File: config.mk
export PLATFORM = sky130hd
export DESIGN_NAME = b8to3_enb_irq_encoder_flat
export DESIGN_NICKNAME = d
export VERILOG_FILES = /design/src/rtl/b8to3_enb_irq_encoder_pkg.sv /design/src/rtl/b8to3_enb_irq_encoder_if.sv /design/src/rtl/b8to3_prio_encoder.sv /design/src/rtl/b8to3_enb_irq_encoder.sv /design/src/flat_wrapper.sv
export SDC_FILE = /design/constraint.sdc
export NUM_CORES = 1
export LEC_CHECK = 0
export ABC_AREA = 1
export CAP_MARGIN = 20
export CORE_MARGIN = 5
export CORE_UTILIZATION = 40
export DETAILED_ROUTE_END_ITERATION = 7
export PLACE_DENSITY_LB_ADDON = 0.08
export SETUP_SLACK_MARGIN = 0.02
export SYNTH_ARGS = -nofsm -noshare
export SYNTH_HDL_FRONTEND = slang
export SYNTH_SLANG_ARGS = --single-unit
File: constraint.sdc
create_clock -name clock -period 1.2 [get_ports clock]
set_input_delay 0.18 -clock clock [delete_from_list [all_inputs] [get_ports clock]]
set_output_delay 0.18 -clock clock [all_outputs]
set_load 0.05 [all_outputs]
File: src/rtl/b8to3_enb_irq_encoder_pkg.sv
// Shared constants and types for the 8-to-3 request encoder and the
// companion 3-to-8 decoder family.
//   REQ_W    : number of request lines
//   CODE_W   : width of the binary request code
//   state_t  : grant FSM state encoding
//   code_to_onehot : expands a code back to a one-hot request mask
package b8to3_enb_irq_encoder_pkg;

    localparam int REQ_W  = 8;
    localparam int CODE_W = 3;

    typedef enum logic {
        ST_IDLE = 1'b0,
        ST_SERV = 1'b1
    } state_t;

    function automatic logic [REQ_W-1:0] code_to_onehot(input logic [CODE_W-1:0] code);
        logic [REQ_W-1:0] mask;
        mask = '0;
        mask[code] = 1'b1;
        return mask;
    endfunction

endpackage

File: src/rtl/b8to3_enb_irq_encoder_if.sv
// Request/grant bus between peripheral request lines, the encoder and the
// consumer.
//   x7_x0       : request lines
//   e           : request latch enable
//   ack         : consumer acknowledge of the presented code
//   z2_z0       : code being served
//   v           : code valid
//   pend7_pend0 : pending register, debug/status
// master = request source and consumer side, slave = encoder.
interface b8to3_enb_irq_encoder_if;
    import b8to3_enb_irq_encoder_pkg::*;

    logic [REQ_W-1:0]  x7_x0;
    logic              e;
    logic              ack;
    logic [CODE_W-1:0] z2_z0;
    logic              v;
    logic [REQ_W-1:0]  pend7_pend0;

    modport master (
        output x7_x0,
        output e,
        output ack,
        input  z2_z0,
        input  v,
        input  pend7_pend0
    );

    modport slave (
        input  x7_x0,
        input  e,
        input  ack,
        output z2_z0,
        output v,
        output pend7_pend0
    );

endinterface

File: src/rtl/b8to3_prio_encoder.sv
// Combinational 8-to-3 fixed-priority encoder.
//   req  : request vector
//   code : index of the winning request (0 when none)
//   any  : at least one request set
// HI_FIRST=1 gives bit 7 the highest priority, HI_FIRST=0 gives bit 0.
module b8to3_prio_encoder
    import b8to3_enb_irq_encoder_pkg::*;
#(
    parameter bit HI_FIRST = 1'b1
) (
    input  logic [REQ_W-1:0]  req,
    output logic [CODE_W-1:0] code,
    output logic              any
);

    // Scan towards the highest-priority end so the last hit wins.
    always_comb begin
        code = '0;
        any  = |req;
        if (HI_FIRST) begin
            for (int i = 0; i < REQ_W; i++) begin
                if (req[i]) code = i[CODE_W-1:0];
            end
        end else begin
            for (int i = REQ_W - 1; i >= 0; i--) begin
                if (req[i]) code = i[CODE_W-1:0];
            end
        end
    end

endmodule

File: src/rtl/b8to3_enb_irq_encoder.sv
// Registered 8-to-3 request encoder with valid/ack handshake.
//   clock  : rising-edge clock
//   reset_ : asynchronous active-low reset
//   bus    : request/grant bus (slave side), see b8to3_enb_irq_encoder_if
// Requests accumulate in a pending register; one is picked by fixed
// priority and its code is held until acknowledged.
//
// state   | meaning
// --------+-----------------------------------------------------------
// ST_IDLE | v=0, waiting for any pending bit; picks prio(P) when seen
// ST_SERV | v=1, code frozen until ack, then its pending bit clears
module b8to3_enb_irq_encoder
    import b8to3_enb_irq_encoder_pkg::*;
#(
    parameter bit HI_FIRST = 1'b1
) (
    input  logic                          clock,
    input  logic                          reset_,
    b8to3_enb_irq_encoder_if.slave        bus
);

    state_t            state_q, state_d;
    logic [CODE_W-1:0] code_q, code_d;
    logic [REQ_W-1:0]  pend_q, pend_d;
    logic [REQ_W-1:0]  clr;
    logic [CODE_W-1:0] pe_code;
    logic              pe_any;

    b8to3_prio_encoder #(
        .HI_FIRST (HI_FIRST)
    ) u_prio (
        .req  (pend_q),
        .code (pe_code),
        .any  (pe_any)
    );

    // Clear and set are applied in one expression with set last, so a
    // request held across its own ack edge stays pending.
    always_comb begin
        clr = '0;
        if (state_q == ST_SERV && bus.ack) clr = code_to_onehot(code_q);
        pend_d = (pend_q & ~clr) | (bus.x7_x0 & {REQ_W{bus.e}});
    end

    always_comb begin
        state_d = state_q;
        code_d  = code_q;
        case (state_q)
            ST_IDLE: begin
                if (pe_any) begin
                    code_d  = pe_code;
                    state_d = ST_SERV;
                end
            end
            ST_SERV: begin
                if (bus.ack) state_d = ST_IDLE;
            end
            default: state_d = ST_IDLE;
        endcase
    end

    always_ff @(posedge clock or negedge reset_) begin
        if (!reset_) begin
            state_q <= ST_IDLE;
            code_q  <= '0;
            pend_q  <= '0;
        end else begin
            state_q <= state_d;
            code_q  <= code_d;
            pend_q  <= pend_d;
        end
    end

    assign bus.v           = (state_q == ST_SERV);
    assign bus.z2_z0       = code_q;
    assign bus.pend7_pend0 = pend_q;

endmodule
File: src/flat_wrapper.sv
// flat-port wrapper written by rule: the top's interface ports become plain ports
module b8to3_enb_irq_encoder_flat import b8to3_enb_irq_encoder_pkg::*;
#(
    parameter bit HI_FIRST = 1'b1
)
  (clock, reset_, bus_x7_x0, bus_e, bus_ack, bus_z2_z0, bus_v, bus_pend7_pend0);
  b8to3_enb_irq_encoder_if bus_i ();
  input  logic clock;
  input  logic reset_;
  input wire logic [$bits(bus_i.x7_x0)-1:0] bus_x7_x0;
  input wire logic [$bits(bus_i.e)-1:0] bus_e;
  input wire logic [$bits(bus_i.ack)-1:0] bus_ack;
  output wire logic [$bits(bus_i.z2_z0)-1:0] bus_z2_z0;
  output wire logic [$bits(bus_i.v)-1:0] bus_v;
  output wire logic [$bits(bus_i.pend7_pend0)-1:0] bus_pend7_pend0;
  assign bus_i.x7_x0 = bus_x7_x0;
  assign bus_i.e = bus_e;
  assign bus_i.ack = bus_ack;
  assign bus_z2_z0 = bus_i.z2_z0;
  assign bus_v = bus_i.v;
  assign bus_pend7_pend0 = bus_i.pend7_pend0;
  b8to3_enb_irq_encoder #(.HI_FIRST(HI_FIRST)) u_core (.clock(clock), .reset_(reset_), .bus(bus_i));
endmodule
Word-level counts from Yosys, hierarchy flattened --
Cells that the tools add are included. Widths: inputs -> output; s select.
Storage, ports and cells: register bits 12, output and inout bits 12, word-level logic and storage cells 27
Operators by class: order comparisons 2, muxes and demuxes 13, bitwise logic cells 5, reduce and logical (&&, ||, !) cells 4
Operators with widths (count):
- $mux 3 | 6
- $and 8x8->8 | 2
- $mux 8 | 1
- $not 8->8 | 1
- $or 8x8->8 | 1
- $reduce_or 8->1 | 1
- $lt 3x4->1 const B | 1
- $mux 1 | 4
- $demux 1 s3 | 1
- $ge 3x1->1 const B | 1
- $logic_and 1x1->1 | 2
- $pmux 1 s2 | 1
- $reduce_and 2->1 | 1
- $not 1->1 | 1

Depth between registers and ports, before layout --
Gate-level depths: netlist of run 1.
word-level depth 8, mapped depth 9, mapped depth without buffers 9

Cells and area by module --
From an unflattened synthesis of run 1, not the netlist that was laid out.
Unflattened totals: cells, all modules 85, area, all modules 588.1 sq um
By module, submodules not included:
- b8to3_enb_irq_encoder | instances 1, cells an instance 65, area an instance 510.5 sq um
- b8to3_prio_encoder | instances 1, cells an instance 20, area an instance 77.6 sq um

Worst setup path before layout of run 1 --
No wires, ideal clock.
path type register to register, from register u_core.pend_q[5], in the netlist u_core.bus.pend7_pend0[5], to register u_core.code_q[1], in the netlist u_core.bus.z2_z0[1], setup time 0.120 ns, arrival 1.110 ns, path slack -0.030 ns, cell stages (with the launch flop) 7, clock period less this slack 1.230 ns, cell sequence dfrtp_1 nor2_2 nand3_2 nand2_4 nand2_4 nand2_1 o21ai_2
On the way: word-level cells in the longest chain between the ends 3, elaborated cells on any way between the ends 5, those cells by class mux: 3; reduce/logical: 2
Ends and longest elaborated chain:
- start: declaration | line b8to3_enb_irq_encoder.sv:24 | logic [REQ_W-1:0] pend_q, pend_d;
- start signal: assignment | line b8to3_enb_irq_encoder.sv:70 | pend_q <= pend_d;
- $mux 3 (3 in a row) | line b8to3_prio_encoder.sv:22 | if (req[i]) code = i[CODE_W-1:0];
- end signal: assignment | line b8to3_enb_irq_encoder.sv:69 | code_q <= code_d;
- end: declaration | line b8to3_enb_irq_encoder.sv:23 | logic [CODE_W-1:0] code_q, code_d;
Parallel ways exist; a longest one is shown, timed or not. A chain may end at the register's enable or synchronous reset.

Worst setup path in the final report of run 1 --
Same ends and word-level chain as after synthesis.

==> results of run 1 <==
## report_power, final
group,switching (mW),internal [mW]
Combinational,1.04,0.855
Clock,0.137,0.184
Sequential,0.278,0.588
## cells in the final DEF, fill, tap and decap left out
cell type,n
buf_12,12
buf_4,1
clkbuf_4,3
clkbuf_8,1
clkdlybuf4s50_1,11
dfrtp_1,6
dfrtp_2,6
inv_1,6
inv_2,3
nand2_1,29
nand2_2,1
nand2_4,2
nand3_1,4
nand3_2,1
nand3b_1,1
nor2_1,1
nor2_2,1
o211ai_1,1
o21ai_0,1
o21ai_1,8
o21ai_2,2
## per-layer routing
layer,wire length (µm),global-route usage [%],up-vias
met2,714,22.2,16
met1,648,17.3,255
li1,-,-,285
met5,0,0,-
met4,9,5.38,0
met3,91,4.28,2
## synthesized netlist by cell type
library cell,number
o21ai_2,2
nand3b_1,1
o21ai_1,8
clkbuf_1,1
nand2_2,1
inv_2,3
nor2_1,1
nand3_2,1
nor2_2,1
o21ai_0,1
nand2_1,29
dfrtp_1,12
nand3_1,4
nand2_4,2
o211ai_1,1
inv_1,6
## worst max path at each step
stage / to / slack (ns) / cells after the start
2_1_floorplan: u_core.bus.z2_z0[1] / 0.02 / 6
3_3_place_gp: u_core.bus.pend7_pend0[2] / -0.02 / 4
3_5_place_dp: u_core.bus.pend7_pend0[2] / -0.04 / 4
4_1_cts: u_core.bus.z2_z0[1] / 0.09 / 6
5_1_grt: u_core.bus.z2_z0[0] / 0.05 / 6
6_report: u_core.bus.z2_z0[1] / 0.09 / 6
## worst max-delay path, cell delays in order (launching register included)
cell and delay (ns):
dfrtp_2 0.45, nor2_2 0.16, nand3_2 0.10, nand2_4 0.10, nand2_4 0.07, nand2_1 0.07
o21ai_2 0.05
## sequential cells by signal, summed over array words and instances (netlist names)
register,flops
u_core.bus.pend7_pend0,8
u_core.bus.v,1
u_core.bus.z2_z0,3
## area by class of cell
cell class,count,share of cell area (%)
timing repair buffer,24,35.4
inverter,9,3.35
tap,15,1.86
multi-input combinational,52,25.3
clock buffer,4,3.59
sequential,12,30.5
## kinds of logic after synthesis
logic type / Yosys count / share of synthesized area (%)
and+or+nand+nor: 40 / 31.2
DFF: 12 / 50.6
AOI/OAI and AO/OA: 12 / 11.8
buffers and inverters: 10 / 6.33
## per-stage QoR
step | hold slack [ns] | setup TNS, ns | power (mW)
2_1_floorplan | -0.116 | 0 | 1.81
3_3_place_gp | 0.497 | -0.0208 | 2.75
3_5_place_dp | 0.504 | -0.0796 | 2.78
4_1_cts | 0.219 | 0 | 3.11
5_1_grt | 0.231 | 0 | 3.25
6_report | 0.212 | 0 | 3.08
==> results.toml, run 1 <==
[synthesis]
ys_seq_area_share_pct = 50.6
postSynthCellCount = 74
synth_cell_types = 16
syn_avg_cell_area_um2 = 8.01
synth_area_um2 = 593
netlist_top_cells_area = "dfrtp_1 (51%), nand2_1 (18%), o21ai_1 (6.8%)"
yosysTopAreaCell = "dfrtp_1"
yosys_register_bits = 12
ys_warn_count = 0
yosysTopAreaCellShare_pct = 50.6
syn_nets = 86

[cts]
holdBufCountCts = 0
clk_path_buf_depth = 2
numCtsBuffers = 3
clkSlewWorstSetupHoldPaths_ns = 0.08
cts.sinks = 12
htreeDepth = 1
clock_latency_ns = 0.27
ctsResizeCount = 0
postCtsSetupRepairBufs = 0
tritoncts = "built"
ctsRootBufferMaster = "clkbuf_4"

[place]
dp.cells = 112
port_buffers = 23
dpl_cell_area_um2 = 973
dp_hpwl_um = 1170
gp_congestion = 0.814
dp_slack_ns = -0.0358

[global_route]
grt_max_degree = 13
antenna_found_initial = 0
gr-usage-all-layers_pct = 13.9
grt_pass1_vias = 598
grt_pass1_wl_um = 2640
globalRouteOverflowTotal = 0

[sta]
clock.fmax_mhz = 901
fin_crit_ns = 1.11
worstMarginPinSlew_ns = 0.282
rsz0062_at_grt = "no"
hold_viol = 0
period_share_pct = 92.5
fin_ws_ns = 0.0903
slew_viol_final = 0
setup_viol = 0
max_slew_margin_pct = 81.1
fin_skew_ns = 0.00140

[worst_setup_path]
cp-end-kind = "flop"
cp.required_ns = 1.36
critPathArrivalTime_ns = 1.27
reg2reg_depth = 6
reg2reg_slack_ns = 0.09
r2r_end = "u_core.bus.z2_z0[1]"
rr_startpoint = "u_core.bus.pend7_pend0[5]"
start_kind = "flop"
crit_type = "reg2reg"
crit_fanout = 4
crit_path_start = "u_core.bus.pend7_pend0[5]"

[drt]
drtIter0Drc = 2
totalWireLength_um = 1460
wire_per_inst_um = 12.6
routed-via-count = 558
drc = 0
firstDrtPassIters = 3
ant_nets = 0
viasPerCell = 4.81

[finish]
regArea_um2 = 308
multi_input_area_um2 = 255
diodes = 0
fin_cells = 116
finish.utilization_pct = 74.8
fill_cells = 93
num-nets-final = 114
area_growth_pct = 70.3
drive_gt1_share_pct = 32.7
final_cell_area_um2 = 1010

[run_status]
status = "complete, no violations"

[floorplan]
core_um2 = 1350
die_area_um2 = 2350
die-width_um = 48.5
fp-row-count = 13
start_util_pct = 43.9
io_pins = 24
die_y_um = 48.5

[power]
p_per_area_nw_per_um2 = 3050
leakage_nw = 0.466
vdd_drop_max_v = 0.00195

[hold_path]
hold_path_class = "in2async"

[job]
drv_cap = 0
Note: power is estimated with default switching activity, not from simulation.
==> inputs of run 2 (changes only) <==
--- a/config.mk
+++ b/config.mk
@@ -6,7 +6,6 @@
 export NUM_CORES = 1
 export LEC_CHECK = 0
 export ABC_AREA = 1
-export CAP_MARGIN = 20
 export CORE_MARGIN = 5
 export CORE_UTILIZATION = 40
 export DETAILED_ROUTE_END_ITERATION = 7
==> results of run 2 <==
Final layout, timing and power as in run 1 (identical DEF).
